<file path="src/rtl/sw_cond_pkg.sv">
// Shared definitions for the switch/key input conditioner: key FSM states
// and debounce window constants.
package sw_cond_pkg;

    typedef enum logic [1:0] {
        IDLE    = 2'd0,
        ARM     = 2'd1,
        PRESSED = 2'd2,
        RELEASE = 2'd3
    } key_state_e;

    // 10 ms window at 50 MHz
    localparam int unsigned DEBOUNCE_50MHZ = 500000;
    localparam int unsigned SIM_DEBOUNCE   = 4;

endpackage

</file>
<file path="src/rtl/sw_key_conditioner_sync2.sv">
// Two-flop synchroniser for asynchronous inputs, with a per-instance reset
// value so idle-high signals do not read as active straight out of reset.
module sync2 #(
    parameter int unsigned   W       = 1,
    parameter logic [W-1:0]  RST_VAL = '0
) (
    input  logic         clk_i,
    input  logic         rst_ni,
    input  logic [W-1:0] d_i,
    output logic [W-1:0] q_o
);

    logic [W-1:0] meta_q;
    logic [W-1:0] sync_q;

    always_ff @(posedge clk_i or negedge rst_ni) begin
        if (!rst_ni) begin
            meta_q <= RST_VAL;
            sync_q <= RST_VAL;
        end else begin
            meta_q <= d_i;
            sync_q <= meta_q;
        end
    end

    assign q_o = sync_q;

endmodule

</file>
<file path="src/rtl/sw_key_conditioner.sv">
// Synchronises and debounces slide switches and an active-low pushbutton;
// emits one load strobe per genuine press and snapshots the switches on it.
module sw_key_conditioner
    import sw_cond_pkg::*;
#(
    parameter int unsigned N               = 8,
    parameter int unsigned DEBOUNCE_CYCLES = DEBOUNCE_50MHZ,
    parameter int unsigned CNT_W           = 20
) (
    input  logic         Clk,
    input  logic         Resetn,
    input  logic [N-1:0] sw_raw,
    input  logic         key_raw,
    output logic [N-1:0] d_out,
    output logic         load_pulse,
    output logic [N-1:0] held_q,
    output logic [3:0]   press_count,
    output logic         key_level
);

    localparam logic [CNT_W-1:0] LAST = CNT_W'(DEBOUNCE_CYCLES - 1);

    logic [N-1:0] sw_s;
    logic         key_s;

    sync2 #(.W(N), .RST_VAL({N{1'b0}})) u_sw_sync (
        .clk_i  (Clk),
        .rst_ni (Resetn),
        .d_i    (sw_raw),
        .q_o    (sw_s)
    );

    sync2 #(.W(1), .RST_VAL(1'b1)) u_key_sync (
        .clk_i  (Clk),
        .rst_ni (Resetn),
        .d_i    (key_raw),
        .q_o    (key_s)
    );

    logic [CNT_W-1:0] tcnt_q, tcnt_d;
    logic             tick;
    logic [N-1:0]     snap_q, snap_d;
    logic [N-1:0]     dout_q, dout_d;

    // A switch value must match across two consecutive ticks to be accepted.
    always_comb begin
        tick   = (tcnt_q == LAST);
        tcnt_d = tick ? '0 : tcnt_q + 1'b1;
        snap_d = snap_q;
        dout_d = dout_q;
        if (tick) begin
            snap_d = sw_s;
            if (sw_s == snap_q) begin
                dout_d = sw_s;
            end
        end
    end

    key_state_e       state_q, state_d;
    logic [CNT_W-1:0] kcnt_q, kcnt_d;
    logic             pulse_q, pulse_d;
    logic [N-1:0]     hold_q, hold_d;
    logic [3:0]       cnt_q, cnt_d;

    always_comb begin
        state_d = state_q;
        kcnt_d  = kcnt_q;
        pulse_d = 1'b0;
        hold_d  = hold_q;
        cnt_d   = cnt_q;
        case (state_q)
            IDLE: begin
                if (!key_s) begin
                    state_d = ARM;
                    kcnt_d  = '0;
                end
            end
            ARM: begin
                if (key_s) begin
                    state_d = IDLE;
                end else if (kcnt_q == LAST) begin
                    // Snapshot takes the registered d_out, not this cycle's update.
                    state_d = PRESSED;
                    pulse_d = 1'b1;
                    hold_d  = dout_q;
                    cnt_d   = cnt_q + 4'd1;
                end else begin
                    kcnt_d = kcnt_q + 1'b1;
                end
            end
            PRESSED: begin
                if (key_s) begin
                    state_d = RELEASE;
                    kcnt_d  = '0;
                end
            end
            RELEASE: begin
                if (!key_s) begin
                    state_d = PRESSED;
                end else if (kcnt_q == LAST) begin
                    state_d = IDLE;
                end else begin
                    kcnt_d = kcnt_q + 1'b1;
                end
            end
            default: state_d = IDLE;
        endcase
    end

    always_ff @(posedge Clk or negedge Resetn) begin
        if (!Resetn) begin
            tcnt_q  <= '0;
            snap_q  <= '0;
            dout_q  <= '0;
            state_q <= IDLE;
            kcnt_q  <= '0;
            pulse_q <= 1'b0;
            hold_q  <= '0;
            cnt_q   <= '0;
        end else begin
            tcnt_q  <= tcnt_d;
            snap_q  <= snap_d;
            dout_q  <= dout_d;
            state_q <= state_d;
            kcnt_q  <= kcnt_d;
            pulse_q <= pulse_d;
            hold_q  <= hold_d;
            cnt_q   <= cnt_d;
        end
    end

    assign d_out       = dout_q;
    assign load_pulse  = pulse_q;
    assign held_q      = hold_q;
    assign press_count = cnt_q;
    assign key_level   = (state_q == PRESSED) || (state_q == RELEASE);

endmodule

</file>
<file path="config.mk">
export PLATFORM = sky130hd
export DESIGN_NAME = sw_key_conditioner
export DESIGN_NICKNAME = d
export VERILOG_FILES = /design/src/rtl/sw_cond_pkg.sv /design/src/rtl/sw_key_conditioner_sync2.sv /design/src/rtl/sw_key_conditioner.sv
export SDC_FILE = /design/constraint.sdc
export NUM_CORES = 1
export LEC_CHECK = 0
export CAP_MARGIN = 20
export CORE_MARGIN = 2
export CORE_UTILIZATION = 60
export DETAILED_ROUTE_END_ITERATION = 7
export GPL_TIMING_DRIVEN = 0
export PLACE_DENSITY = 0.91
export SYNTH_ARGS = -nofsm -noshare
export SYNTH_HDL_FRONTEND = slang
export SYNTH_SLANG_ARGS = --single-unit
export TNS_END_PERCENT = 10
</file>
<file path="constraint.sdc">
create_clock -name Clk -period 3.9 [get_ports Clk]
set_clock_uncertainty 0.05 [all_clocks]
set_input_delay 0.78 -clock Clk [delete_from_list [all_inputs] [get_ports Clk]]
set_output_delay 0.78 -clock Clk [all_outputs]
set_load 0.1 [all_outputs]
</file>
==> Yosys cells after proc, flatten, opt, wreduce, memory -nomap -nowiden <==
Cells that the tools add are included.
{ "word_totals": {"regBits": 89, "in_bits": 11, "out_inout_bits": 22} }
{ "op_classes": {"add_sub_neg": 3, "eq_ne": 12, "muxes": 17, "bitwise": 1, "reduce_logical": 6} }
{ "ops": {"columns": ["operator", "n"], "rows": [
  ["$mux 20", 6],
  ["$pmux 20 s4", 1],
  ["$add 20x1->20 const B", 2],
  ["$eq 20x19->1 const B", 2],
  ["$mux 2", 6],
  ["$eq 8x8->1", 1],
  ["$pmux 2 s4", 1],
  ["$reduce_and 4->1", 2],
  ["$add 4x1->4 const B", 1],
  ["$eq 2x2->1 const B", 2],
  ["$ne 2x1->1 const B", 2],
  ["$ne 2x2->1 const B", 2],
  ["$mux 1", 3],
  ["$ne 3x2->1 const B", 1],
  ["$ne 3x3->1 const B", 1],
  ["$reduce_and 3->1", 1],
  ["$eq 2x1->1 const B", 1],
  ["$logic_not 2->1", 1],
  ["$reduce_and 2->1", 1],
  ["$logic_or 1x1->1", 1],
  ["$not 1->1", 1]
]} }

==> Longest topological paths before layout <==
Gate-level depths: netlist (run 1).
{ "logic_depth": {"word_depth": 4, "ltp_mapped": 6, "depth_no_buf": 5} }

==> Modules after synthesis <==
Synthesis (run 1) repeated with hierarchy kept, for this count alone.
{ "unflattened": {"hier_cells": 344, "hier_area_um2": 4041.4} }
{ "by_module_without_submodules": {"columns": ["mod", "n_inst", "cells_per_inst", "area_per_inst_um2", "seq_area_each_um2"], "rows": [
  ["sw_key_conditioner", 1, 326, 3588.4, 1776.7],
  ["sync2 (u_sw_sync)", 1, 16, 400.4, 400.4],
  ["sync2 (u_key_sync)", 1, 2, 52.6, 52.6]
]} }

==> Worst setup path after synthesis (run 1) <==
Ideal clock, no wire load.
{ "synth_path": {"path_kind": "register to register", "from": "register kcnt_q[5]", "to": "register hold_q[0], in the netlist held_q[0]", "setup_time_ns": 0.126, "arrival_ns": 2.137, "required_time_ns": 3.724, "path_slack_ns": 1.587, "path_stages_with_launch": 7, "n_path_buf": 2, "period_less_slack_ns": 2.313, "cell_sequence": "dfrtp_1 -> buf_6 -> or4_1 -> or3_1 -> buf_2 -> nor3_4 -> mux2_2"} }
{ "synth_via": {"elab_chain_cells": 2} }
{ "synth_rtl": {"columns": ["element", "line_no", "rtl"], "rows": [
  ["start, declared", "sw_key_conditioner.sv:60", "logic [CNT_W-1:0] kcnt_q, kcnt_d;"],
  ["start signal, assigned", "sw_key_conditioner.sv:125", "kcnt_q <= kcnt_d;"],
  ["$eq 20x19->1", "sw_key_conditioner.sv:81", "end else if (kcnt_q == LAST) begin"],
  ["$reduce_and 3->1 (no line)", null, null],
  ["end signal, assigned", "sw_key_conditioner.sv:127", "hold_q <= hold_d;"],
  ["end, declared", "sw_key_conditioner.sv:62", "logic [N-1:0] hold_q, hold_d;"]
]} }
Every way passes these cells.
A chain may end at the register's enable or synchronous reset.

==> reports/results.txt, run 1 <==
Of all cell types, the one taking the most synthesized area is sky130_fd_sc_hd__dfrtp_1. For this design the total switching power over the nets is 0.000397 W. The logs give 2.09 ns for the endpoint arrival time on the critical path and 0 for the final max-slew violation count. In this run the core area contains 29 standard-cell rows.

The H-tree was split into 3 levels. The tools report the total detailed-routing wirelength as 9290 µm. The tools report the total of endpoints with negative setup slack in the final report as 0. The class of the tightest hold or removal check is register to register.

After clock tree synthesis, the flow added hold-fix buffers numbering 0. At the end of routability-driven placement, the weighted congestion stood at 0.875. STA classifies the critical path startpoint as a register. The clock drives 89 sinks. Of the available clock period, the critical path in the final layout requires 74.8%. 0 antenna diodes ended up in the layout.

Once detail routing completed, the nets flagged for antenna violations numbered 0. In this run the post-CTS setup repair buffer count came out at 0. Cells fill 72.9% of the core in the end.

Entering global routing, the biggest net connects 46 pins. The proportion of register bits with asynchronous set or reset after synthesis is 100%. The kind of capture point of the worst setup path was an output port. The tools report the maximum clock path buffer count as 2. The clock reaches the later pin of the worst-skew pair after 0.37 ns. Measured along the x axis, the die boundary spans 85.8 µm. The run finished with clean final reports.

The count of different cell masters after synthesis came out at 48. Post-detailed-route via-to-cell ratio: 6.61. At the pin with the least slew margin, the transition time is 1.04 ns. For met1 alone, demand over resource in global routing was 35.4%. Along the worst hold path, the cell count comes to 0. The logs give 367 for the post-synthesis net count and 7360 µm² for the total die area. The tree is rooted in a sky130_fd_sc_hd__clkbuf_8.

Summed over its instances, the top area cell type makes up 54.2% of the synthesized netlist area. In this run the most critical hold path is launched from u_sw_sync.meta_q[7]$_DFF_PN0_. The detailed placer's ending HPWL is 5950 µm. The global routing stage identified its most utilized layer as met2. The share of layout cells above drive strength 1 was 13.2%.

The routed wire length per instance came out at 19.4 µm. The run gives 3,182 as the number of global-route vias before repair. The classification of the worst setup path was register to output port.

Summed over all failing endpoints, the final setup total negative slack is 0 ns. The logs give 9 for the number of buffers created by CTS and 55.5% for the share of synthesized area occupied by flip-flops and latches. For met2 alone, demand over resource in global routing was 44.2%.

The met3 routing resource usage after global routing was 6.74%; the starting utilization of the core area was 62.5%. The run gives 0 as the final routed DRC violation total. The clock input transition at the sequential cells of the worst setup and hold paths was 0.08 ns; the residual overflow from global routing was 0. Sequential cells burn 54.4% of the power. The first global-routing pass estimated 15,400 µm of wire.

For this run, the leading register cell type out of synthesis is sky130_fd_sc_hd__dfrtp_1. In this run the register-to-register setup slack is 1.26 ns. In this run the critical register-to-register path is launched from tcnt_q[7]$_DFF_PN0_. The run gives 3.07 ns as the required time of the critical path. The detailed router placed 3,166 vias in this run.

Following the worst setup path forward leads to its endpoint at key_level. Timing would allow up to 0.343 GHz. The post-synthesis sequential element count is 89, and the top-level port count is 33.

The post-synthesis instance area is 4020 µm², and the placement-stage cell area is 4450 µm². The number of enable-type register cells in the synthesized netlist is 0, and the cell leakage power is 2.03 nW. After the first detailed-routing iteration, the DRC count stood at 465.

Net switching is 22.5% of the power. The relative slew slack is 29.9%, and the total routing resource utilization after global routing is 27.4%. The synthesis-to-layout area growth was 16.5%. The number of antenna violations at the first check in global routing is 0.

Sorting the synthesized cells by area gives the leading types as sky130_fd_sc_hd__dfrtp_1 (54%), sky130_fd_sc_hd__mux2_2 (7.3%), sky130_fd_sc_hd__xnor2_1 (3.7%). The final layout contains 411 nets. Subtracting the final worst setup slack from the clock period gives 2.92 ns. The total iterations of the first detailed-routing run is 5, and the area of all placed cells without fillers is 4680 µm².

The tools report the final critical-path setup slack as 0.982 ns. Worst vdd rail ir drop: 291 µV. The core footprint is 6420 µm², and the clock network fraction of total power is 41.2%. For this design the ratio of total power to cell area is 377 nW/µm². The internal power summed over all cells is 0.00137 W, and the count of synthesis-stage warnings from yosys is 0.

Of all nets on the critical path, the largest fanout is 5. Number of max-cap violations: 0. The worst reg-to-reg path cell count was 4.

TritonCTS built the clock tree. The share of total power dissipated in combinational logic is 4.4%. The height of the die works out to 85.8 µm. Setup slack at placement: 1.32 ns.

Capture point of the worst reg-to-reg path: d_out[6]$_DFFE_PN0P_. During placement, the flow inserted port buffers numbering 32. In the synthesized netlist, the number of instances is 353. Each instance of the synthesized netlist takes up on average 11.4 µm².

Setup repair after global routing left no endpoint under its margin. Post-CTS repair changed the size of 0 cells. The hold violation total from the final report was 0.
-- area by class of cell --
type                    count  area [µm²]
plain buffers              13        57.6
clock buffers              12         155
clock inverters             4        73.8
fillers                   366        1740
inverters                   8        30.0
multi-input cells         243        1700
flip-flops and latches     89        2230
well taps                  77        96.3
repair buffers             33         338
-- worst min path at each step --
stage | end | slack (ns)
after global routing | u_sw_sync.q_o[7]$_DFF_PN0_ | 0.31
after CTS | u_sw_sync.q_o[7]$_DFF_PN0_ | 0.30
after floorplan | u_sw_sync.q_o[0]$_DFF_PN0_ | 0.28
after global placement | u_sw_sync.q_o[6]$_DFF_PN0_ | 0.28
final | u_sw_sync.q_o[7]$_DFF_PN0_ | 0.30
after detailed placement | u_sw_sync.q_o[0]$_DFF_PN0_ | 0.29
-- synthesized netlist by cell type (all sizes together) (7+ instances only) --
master and count:
clkbuf 11, xor2 9, and3 9, nor2 19
dfrtp 87, nand2 27, a221o 8, nand3 17
inv 7, nor4 13, o21ai 9, xnor2 17
mux2i 7, mux2 26, nand4 11, nor3 20
-- sequential cells by signal, indices dropped and copies added (netlist names), named ones only --
signal / flops
u_key_sync.meta_q: 1
u_sw_sync.meta_q: 8
kcnt_q: 20
load_pulse: 1
snap_q: 8
state_q: 1
d_out: 8
held_q: 8
tcnt_q: 20
press_count: 4
u_key_sync.q_o: 1
u_sw_sync.q_o: 8
-- cell families after synthesis --
| logic type | after synthesis | share of synthesized area (%) |
|---|---|---|
| AND/OR/NAND/NOR | 140 | 19.2 |
| flip-flops | 89 | 55.5 |
| AO/OA/AOI/OAI | 41 | 7.45 |
| multiplexers | 33 | 9.03 |
| XOR/XNOR | 26 | 5.67 |
| buffers and inverters | 21 | 2.18 |
| adder cells (fa/ha/maj) | 3 | 0.935 |
-- metal layers --
metal / up-vias / wire length [µm]
met5: - / 0
met4: 0 / 251
met3: 34 / 653
met2: 190 / 4640
met1: 1556 / 3740
li1: 1386 / -
-- cells in the final DEF, fill, tap and decap left out, types with 5 or more instances in the layout --
master | synthesis | layout
sky130_fd_sc_hd__o21ai_0 | 9 | 9
sky130_fd_sc_hd__and3_1 | 9 | 9
sky130_fd_sc_hd__and4_1 | 5 | 5
sky130_fd_sc_hd__clkbuf_1 | 11 | 12
sky130_fd_sc_hd__xor2_1 | 9 | 9
sky130_fd_sc_hd__dfrtp_1 | 87 | 87
sky130_fd_sc_hd__inv_1 | 7 | 7
sky130_fd_sc_hd__a31oi_1 | 5 | 5
sky130_fd_sc_hd__nand3_1 | 17 | 17
sky130_fd_sc_hd__a21oi_1 | 6 | 6
sky130_fd_sc_hd__nand2_1 | 27 | 27
sky130_fd_sc_hd__mux2i_1 | 7 | 7
sky130_fd_sc_hd__clkbuf_8 | 0 | 11
sky130_fd_sc_hd__mux2_2 | 26 | 26
sky130_fd_sc_hd__nor4_1 | 12 | 12
sky130_fd_sc_hd__xnor2_1 | 17 | 17
sky130_fd_sc_hd__clkdlybuf4s50_1 | 0 | 31
sky130_fd_sc_hd__a221o_1 | 8 | 8
sky130_fd_sc_hd__nor2_1 | 19 | 19
sky130_fd_sc_hd__nand4_1 | 11 | 11
sky130_fd_sc_hd__nor3_1 | 19 | 19
-- per-stage QoR --
| stage | total power (W) | hold WS, ns | instances |
|---|---|---|---|
| 5_1_grt | 0.00181 | 0.308 | 479 |
| 3_3_place_gp | 0.00105 | 0.281 | 462 |
| 4_1_cts | 0.00177 | 0.305 | 479 |
| 3_5_place_dp | 0.00105 | 0.286 | 463 |
| 2_1_floorplan | 0.00101 | 0.281 | 353 |
| 6_report | 0.00176 | 0.303 | 479 |
-- power by group through the flow --
stage | registers, W | logic (W) | clock network, W
finish | 0.000960 | 0.0000774 | 0.000726
CTS | 0.000959 | 0.0000778 | 0.000729
global route | 0.000963 | 0.0000874 | 0.000764
floorplan | 0.000972 | 0.0000365 | 0
global placement | 0.000975 | 0.0000709 | 0
detailed placement | 0.000977 | 0.0000771 | 0
-- critical path: stages (launching register included) --
cell	delay (ns)
sky130_fd_sc_hd__dfrtp_1	0.44
sky130_fd_sc_hd__clkbuf_1	0.15
sky130_fd_sc_hd__clkdlybuf4s50_1	1.14
(Power assumes the default switching activity.)
==> run 2: changes to the inputs <==
--- a/config.mk
+++ b/config.mk
@@ -7,10 +7,10 @@
 export LEC_CHECK = 0
 export CAP_MARGIN = 20
 export CORE_MARGIN = 2
-export CORE_UTILIZATION = 60
+export CORE_UTILIZATION = 52
 export DETAILED_ROUTE_END_ITERATION = 7
 export GPL_TIMING_DRIVEN = 0
-export PLACE_DENSITY = 0.91
+export PLACE_DENSITY = 0.84
 export SYNTH_ARGS = -nofsm -noshare
 export SYNTH_HDL_FRONTEND = slang
 export SYNTH_SLANG_ARGS = --single-unit
==> constraint.sdc (replaced) <==
create_clock -name Clk -period 2.68 [get_ports Clk]
set_clock_uncertainty 0.05 [all_clocks]
set_input_delay 0.536 -clock Clk [delete_from_list [all_inputs] [get_ports Clk]]
set_output_delay 0.536 -clock Clk [all_outputs]
set_load 0.1 [all_outputs]
==> run 2 against run 1 <==
  * Via count shrank 6.3%
  * Flip-flop and latch count is the same
  * Sequential power grew 45%
  * Non-clock buffer count grew 2
  * Total power grew 37%
  * Critical path depth shrank 1
  * Setup slack lost 0.86 ns
  * Hold slack lost 0.26 ns
  * Die area grew 15%
==> reports/results.txt, run 2 (synthesized netlist as in run 1, its figures left out) <==
Counting the fill cells in the layout gives 622. Setup repair after global routing left no endpoint under its margin. The first routing iteration left 180 violations.

In this run the vertical extent of the chip is 91.9 µm. Total iterations of the first detailed-routing run: 4. For this run, design rule violations remaining after detail routing come to 0. Once layout is complete, the utilization of the core stands at 61.8%. Gate family responsible for the most delay along the worst path: buffers and inverters. The initialized floorplan defines 32 standard-cell rows. Along the worst path, the maximum fanout reaches 3.

The run gives 60 as the maximum number of pins on one net before global-route repair. The run finished with clean final reports. At the later pin of the worst-skew pair, clock insertion delay measures 0.37 ns. At the pin with the least slew margin, the transition time is 0.983 ns.

The total die area is 8440 µm², and the floorplan die width is 91.9 µm. Traced cell by cell, the critical path runs through clkdlybuf4s50_1. TritonCTS built the clock tree. From synthesis to final layout, the design area changed by 17.0%.

In the final layout, the registers with the most flip-flops are kcnt_q (20), tcnt_q (20). The design draws 0.00241 W. 0 antenna diodes ended up in the layout. The number of buffers and inverters on the critical path works out to 1.

In this run, CTS created clock tree buffers numbering 9. The count of clock tree sinks is 89. In this run the power density over the cells is 513 nW/µm². The class of the tightest hold or removal check is input port to asynchronous set/reset pin.

Leaving out fill and tap cells, the most frequent cells in the layout are sky130_fd_sc_hd__dfrtp_1 (87), sky130_fd_sc_hd__clkdlybuf4s50_1 (30), sky130_fd_sc_hd__nand2_1 (27), sky130_fd_sc_hd__mux2_2 (26). Most common cell after layout, fill and taps aside: sky130_fd_sc_hd__dfrtp_1. In this design, the stage delay of the slowest critical-path cell is 1.17 ns.

After detailed routing, the average wire length per cell comes to 16.2 µm. The total area inside the core boundary comes to 7610 µm². The post-detailed-route via-to-cell ratio works out to 5.86.

The slowest cell on the critical path was sky130_fd_sc_hd__clkdlybuf4s50_1. The tools report the setup TNS as 0 ns. In this run the tool buffered the top-level ports with 32 buffer cells.

Global routing used 21.0% of the available tracks. VDD sags by at most 329 µV. The required time of the critical path came out at 2.09 ns. The routability congestion estimate is 0.911. Detailed placement ended at an HPWL of 5560 µm. Max-cap violations in this run came to 0. The classification of the worst setup path was register to output port. The worst setup path is captured at an output port. For this run, the post-layout net count is 413.

Pin placement for this block handled 33 I/O pins. The logs give 34.3% for the relative slew slack and 13,700 µm for the wire length of the first global-routing pass. STA puts the critical path data arrival time at 1.97 ns. The detail route stage leaves a number of antenna-violating nets equal to 0.

The logs give 52.8% for the starting utilization of the core area and 2,965 for the number of vias after detailed routing. For the highest clock frequency the design can meet, the log shows 0.391 GHz. Counting along the longest clock path gives a buffer depth of 2. The portion of the clock cycle consumed by the worst path in the final layout works out to 95.5%. The clock input transition at the sequential cells of the worst setup and hold paths is 0.10 ns, and the number of H-tree branching levels is 3. After clock tree synthesis, the flow added hold-fix buffers numbering 0.

For this run the aggregate overflow at the end of global routing stands at 0. After detailed routing, the total wire length is 8180 µm. The tools report the final max-slew violation count as 0.

STA classifies the critical path startpoint as a register. The number of antenna violations at the first check in global routing is 0. The share of layout cells above drive strength 1 is 13.9%, and the final critical-path required period is 2.56 ns.

The cell sitting at the root of the clock tree is a sky130_fd_sc_hd__clkbuf_8. The hold violation total from the final report is 0, and the total of endpoints with negative setup slack in the final report is 0. The run gives 2,806 as the number of global-route vias before repair.

Cell leakage power: 2.03 nW.
==> run 2: cell count changes in the layout (fill, tap and decap cells not counted), sizes merged, moves of 2 or more <==
cell / previous run / this run
buf: 4 / 6
bufinv: 2 / 0
clkbuf: 23 / 20
clkinv: 2 / 5
inv: 8 / 10
==> run 2: metal layers <==
| layer | up-vias | share of wire (%) | global-route usage (%) |
|---|---|---|---|
| li1 | 1393 | - | - |
| met1 | 1491 | 45 | 27.9 |
| met2 | 70 | 49 | 32.7 |
| met3 | 11 | 4.8 | 5.59 |
| met4 | 0 | 1.6 | 8.83 |
| met5 | - | 0 | 0 |
==> run 2: path summary, 6_finish.rpt <==
check	to	cells after the start	startpoint	slack, ns
min in group Clk	u_sw_sync.q_o[7]$_DFF_PN0_	0	u_sw_sync.meta_q[7]$_DFF_PN0_	0.31
max	press_count[2]	1	press_count[2]$_DFFE_PN0P_	0.12
max reg2reg	d_out[4]$_DFFE_PN0P_	4	tcnt_q[7]$_DFF_PN0_	0.21
max in group asynchronous	u_key_sync.q_o$_DFF_PN1_	2	Resetn	1.88
min reg2reg	u_sw_sync.q_o[7]$_DFF_PN0_	0	u_sw_sync.meta_q[7]$_DFF_PN0_	0.31
min	kcnt_q[17]$_DFFE_PN0P_	1	Resetn	0.04
==> run 2: final cells by class <==
class                           instances  area [µm²]  area share, %
Buffer                                 13        57.6           1.22
Clock buffer                            9         124           2.64
Multi-Input combinational cell        243        1700           36.1
Sequential cell                        89        2230           47.4
Timing Repair Buffer                   35         359           7.64
Clock inverter                          7        73.8           1.57
Tap cell                              102         128           2.71
Inverter                                8        30.0          0.639
==> run 2: power by group <==
group / total, W / switching, W / internal (W)
sequential: 0.00139 / 0.0000251 / 0.00137
clock: 0.000904 / 0.000539 / 0.000365
combinational: 0.000111 / 0.0000674 / 0.0000433
total: 0.00241 / 0.000631 / 0.00178
==> run 2: timing repair <==
| action | in CTS | in global routing |
|---|---|---|
| setup buffers | 0 | 2 |
| gates resized for setup | 1 | 0 |
| setup endpoints to repair | 1 | 9 |
| pin swaps | 0 | 1 |
==> run 2: metrics by stage <==
stage                     hold WS, ns  setup slack [ns]  area, µm²  std cells
after floorplan                 0.190             0.367       4020        353
after global placement          0.281             -2.20       4460        487
after detailed placement        0.286             0.117       4490        488
after CTS                      0.0475            0.0921       4690        504
after global routing           0.0705            0.0471       4700        506
final                          0.0409             0.120       4700        506
==> run 3: changes to the inputs <==
--- a/config.mk
+++ b/config.mk
@@ -9,7 +9,7 @@
 export CORE_MARGIN = 2
 export CORE_UTILIZATION = 52
 export DETAILED_ROUTE_END_ITERATION = 7
-export GPL_TIMING_DRIVEN = 0
+export GPL_TIMING_DRIVEN = 1
 export PLACE_DENSITY = 0.84
 export SYNTH_ARGS = -nofsm -noshare
 export SYNTH_HDL_FRONTEND = slang
==> run 3 against run 2 <==
  * Maximum frequency is 5.1% higher
  * Critical path type is now register to register
  * Count of clock-buffer cells in the layout unchanged
  * Core utilization decreased by 0.87 points
  * Wire length is 2.7% lower
==> reports/results.txt, run 3 (synthesized netlist as in run 1, its figures left out) <==
The count of buffers from port buffering came out at 32. The clock network fraction of total power is 38.0%, and the final critical-path required period is 2.44 ns. The height of the die was 91.9 µm. By startpoint and endpoint, the worst setup path is classified as register to register. The share of layout cells above drive strength 1 is 20.7%, and the setup TNS is 0 ns. Area used by sequential logic in the layout: 2230 µm². Setup repair after global routing left no endpoint under its margin.

The worst register-to-register path has a setup slack of 0.24 ns. The source of the worst register-to-register timing path is kcnt_q[7]$_DFFE_PN0P_. Compared with the post-synthesis result, the final layout area differs by 15.4%. The wire-length estimate of the detail-placed layout is 5440 µm. The routability congestion estimate is 0.917, and the post-detailed-route via-to-cell ratio is 5.87. The later pin in the worst-skew pair is clocked with a latency of 0.36 ns.

In this run the worst path has a maximum fanout of 10. For this design the total switching power over the nets is 0.000637 W. The hold violation total from the final report was 0.

The remaining antenna violation count after routing was 0. For this run, the slowest stage of the critical path takes 0.57 ns. The total routing resource utilization after global routing was 20.2%; the number of buffers created by CTS was 9. The tools report the nature of the critical path startpoint as a register. The total iterations of the first detailed-routing run was 4; the total of endpoints with negative setup slack in the final report was 0. The tightest min-delay check is of the input port to asynchronous set/reset pin type. In this run, post-CTS repair resized a total of 0 instances. For the pin with the worst max-slew slack, the measured transition is 0.700 ns.

The number of antenna violations at the first check in global routing came out at 0. The net count of the finished layout was 405; the endpoint arrival time on the critical path was 2.63 ns. The number of global-route vias before repair came out at 2,821. The cell leakage power was 2.07 nW.

Summing over every cut layer, the via total after detailed routing is 2,921. In the final routed layout, each cell accounts on average for 16.0 µm. The floorplan step defined a die boundary enclosing 8440 µm². For the maximum number of pins on one net before global-route repair, the log shows 49. Counting every sink on the clock net gives 89. The first global-routing pass estimated 13,600 µm of wire. The run gives 0 as the number of antenna diodes. Per report_power, the combinational group accounts for 4.1% of the total. In this design, the largest share of critical-path delay is due to simple AND/OR/NAND/NOR gates.

The residual overflow from global routing was 0. The floorplan die width is 91.9 µm. IR analysis of the VDD net gives a maximum drop of 330 µV. The number of buffers and inverters on the critical path came out at 1. The starting utilization of the core area came out at 52.8%. The total power density per cell area came out at 523 nW/µm².

The final layout contains routed wiring with a total length of 7960 µm. TritonCTS built the clock tree. The floorplan has 32 rows. Walking the worst path, the cells encountered are or4_1, or3_1, nor3_4, buf_4, mux2_2. Summing all multi-input logic gate instances after layout gives 1710 µm². In the finished design, the share of the clock period the worst path needs comes to 90.9%.

Registers are responsible for 57.9% of the overall power. In this run the number of cells on the critical path is 5. For this block, the initial DRC count from the detailed router was 259.

The clock input transition at the sequential cells of the worst setup and hold paths is 0.11 ns. The tools report the final max-slew violation count as 0. Once layout is complete, the utilization of the core stands at 60.9%.

The required time of the critical path is 2.87 ns. Capture point of the worst reg-to-reg path: held_q[6]$_DFFE_PN0P_. The critical path starts at kcnt_q[7]$_DFFE_PN0P_. The top cell types in the final layout, fill and taps aside, are sky130_fd_sc_hd__dfrtp_1 (87), sky130_fd_sc_hd__buf_4 (30), sky130_fd_sc_hd__nand2_1 (27), sky130_fd_sc_hd__mux2_2 (26).

Measured in cells, the most critical reg-to-reg path has a length of 5. In this run switching power makes up 26.3% of total power. Derived from the worst setup path, the maximum achievable clock frequency is 0.410 GHz.

The tools report the top-level port count as 33. The kind of capture point of the worst setup path is a register. The logs give 0 for the number of post-CTS setup repair buffers and 53.0% for the relative slew slack.

For this design, the slowest cell found on the critical path is sky130_fd_sc_hd__or4_1. The filler cells instantiated in the layout total 596. The flow ran to the end, and the final reports show no timing, DRC or antenna violations. The hold-fix buffer count after cts was 0; the final routed DRC violation total was 0. The internal power summed over all cells is 0.00179 W. Leaving out fill and tap cells, the most frequent cell in the layout is sky130_fd_sc_hd__dfrtp_1. The maximum clock path buffer count was 2. The cell sitting at the root of the clock tree is a sky130_fd_sc_hd__clkbuf_8. The logs give 0 for the number of max-cap violations and 7610 µm² for the core footprint. Worst setup path endpoint: held_q[6]$_DFFE_PN0P_. In the final layout, the registers with the most flip-flops are kcnt_q (20), tcnt_q (20). The H-tree was split into 3 levels.
run 3: cell count changes in the layout (fill, tap and decap cells not counted), moves of 2 or more:
cell | before | now
sky130_fd_sc_hd__clkinv_4 | 3 | 1
sky130_fd_sc_hd__buf_4 | 3 | 30
sky130_fd_sc_hd__clkdlybuf4s50_1 | 30 | 9
sky130_fd_sc_hd__clkbuf_1 | 11 | 0
run 3: metal layers:
| metal | global-route usage [%] | vias to the layer above | routed length, µm |
|---|---|---|---|
| li1 | - | 1376 | - |
| met1 | 28.8 | 1444 | 3600 |
| met2 | 30.5 | 93 | 3770 |
| met3 | 4.93 | 8 | 481 |
| met4 | 7.09 | 0 | 102 |
| met5 | 0 | - | 0 |
run 3: area by class of cell:
type | count | share of cell area (%)
Sequential cell | 89 | 48.1
Clock inverter | 7 | 1.75
Timing Repair Buffer | 40 | 7.24
Multi-Input combinational cell | 243 | 36.8
Clock buffer | 9 | 2.67
Inverter | 8 | 0.648
Tap cell | 102 | 2.75
run 3: worst min path at each step:
stage | from | slack (ns) | to
global route | Resetn | 0.17 | kcnt_q[13]$_DFFE_PN0P_
finish | Resetn | 0.12 | kcnt_q[13]$_DFFE_PN0P_
CTS | Resetn | 0.15 | kcnt_q[13]$_DFFE_PN0P_
detailed placement | u_sw_sync.meta_q[7]$_DFF_PN0_ | 0.28 | u_sw_sync.q_o[7]$_DFF_PN0_
global placement | u_sw_sync.meta_q[1]$_DFF_PN0_ | 0.28 | u_sw_sync.q_o[1]$_DFF_PN0_
floorplan | Resetn | 0.19 | asynchronous set/reset pin
run 3: power by group through the flow:
stage                     clock (W)  combinational, W  sequential [W]
after floorplan                   0         0.0000531         0.00141
after global placement            0         0.0000980         0.00143
after detailed placement          0          0.000102         0.00143
after CTS                  0.000943          0.000102         0.00140
after global routing       0.000999          0.000115         0.00141
final                      0.000920          0.000100         0.00140
run 3: worst reg2reg max path, delay by kind of cell, from the launching register on:
| family | cells | cell delay [ns] |
|---|---|---|
| buffers and inverters | 1 | 0.23 |
| and+or+nand+nor | 3 | 1.20 |
| DFF | 1 | 0.48 |
| muxes | 1 | 0.36 |
run 3: per-stage QoR:
stage | hold WS, ns | instances | worst slack [ns] | total power, W | instance area (µm²)
CTS | 0.146 | 498 | 0.262 | 0.00245 | 4630
finish | 0.125 | 498 | 0.244 | 0.00242 | 4630
detailed placement | 0.285 | 482 | 0.294 | 0.00153 | 4430
global route | 0.168 | 498 | 0.160 | 0.00252 | 4630
global placement | 0.281 | 482 | 0.349 | 0.00153 | 4430
floorplan | 0.190 | 353 | 0.367 | 0.00147 | 4020
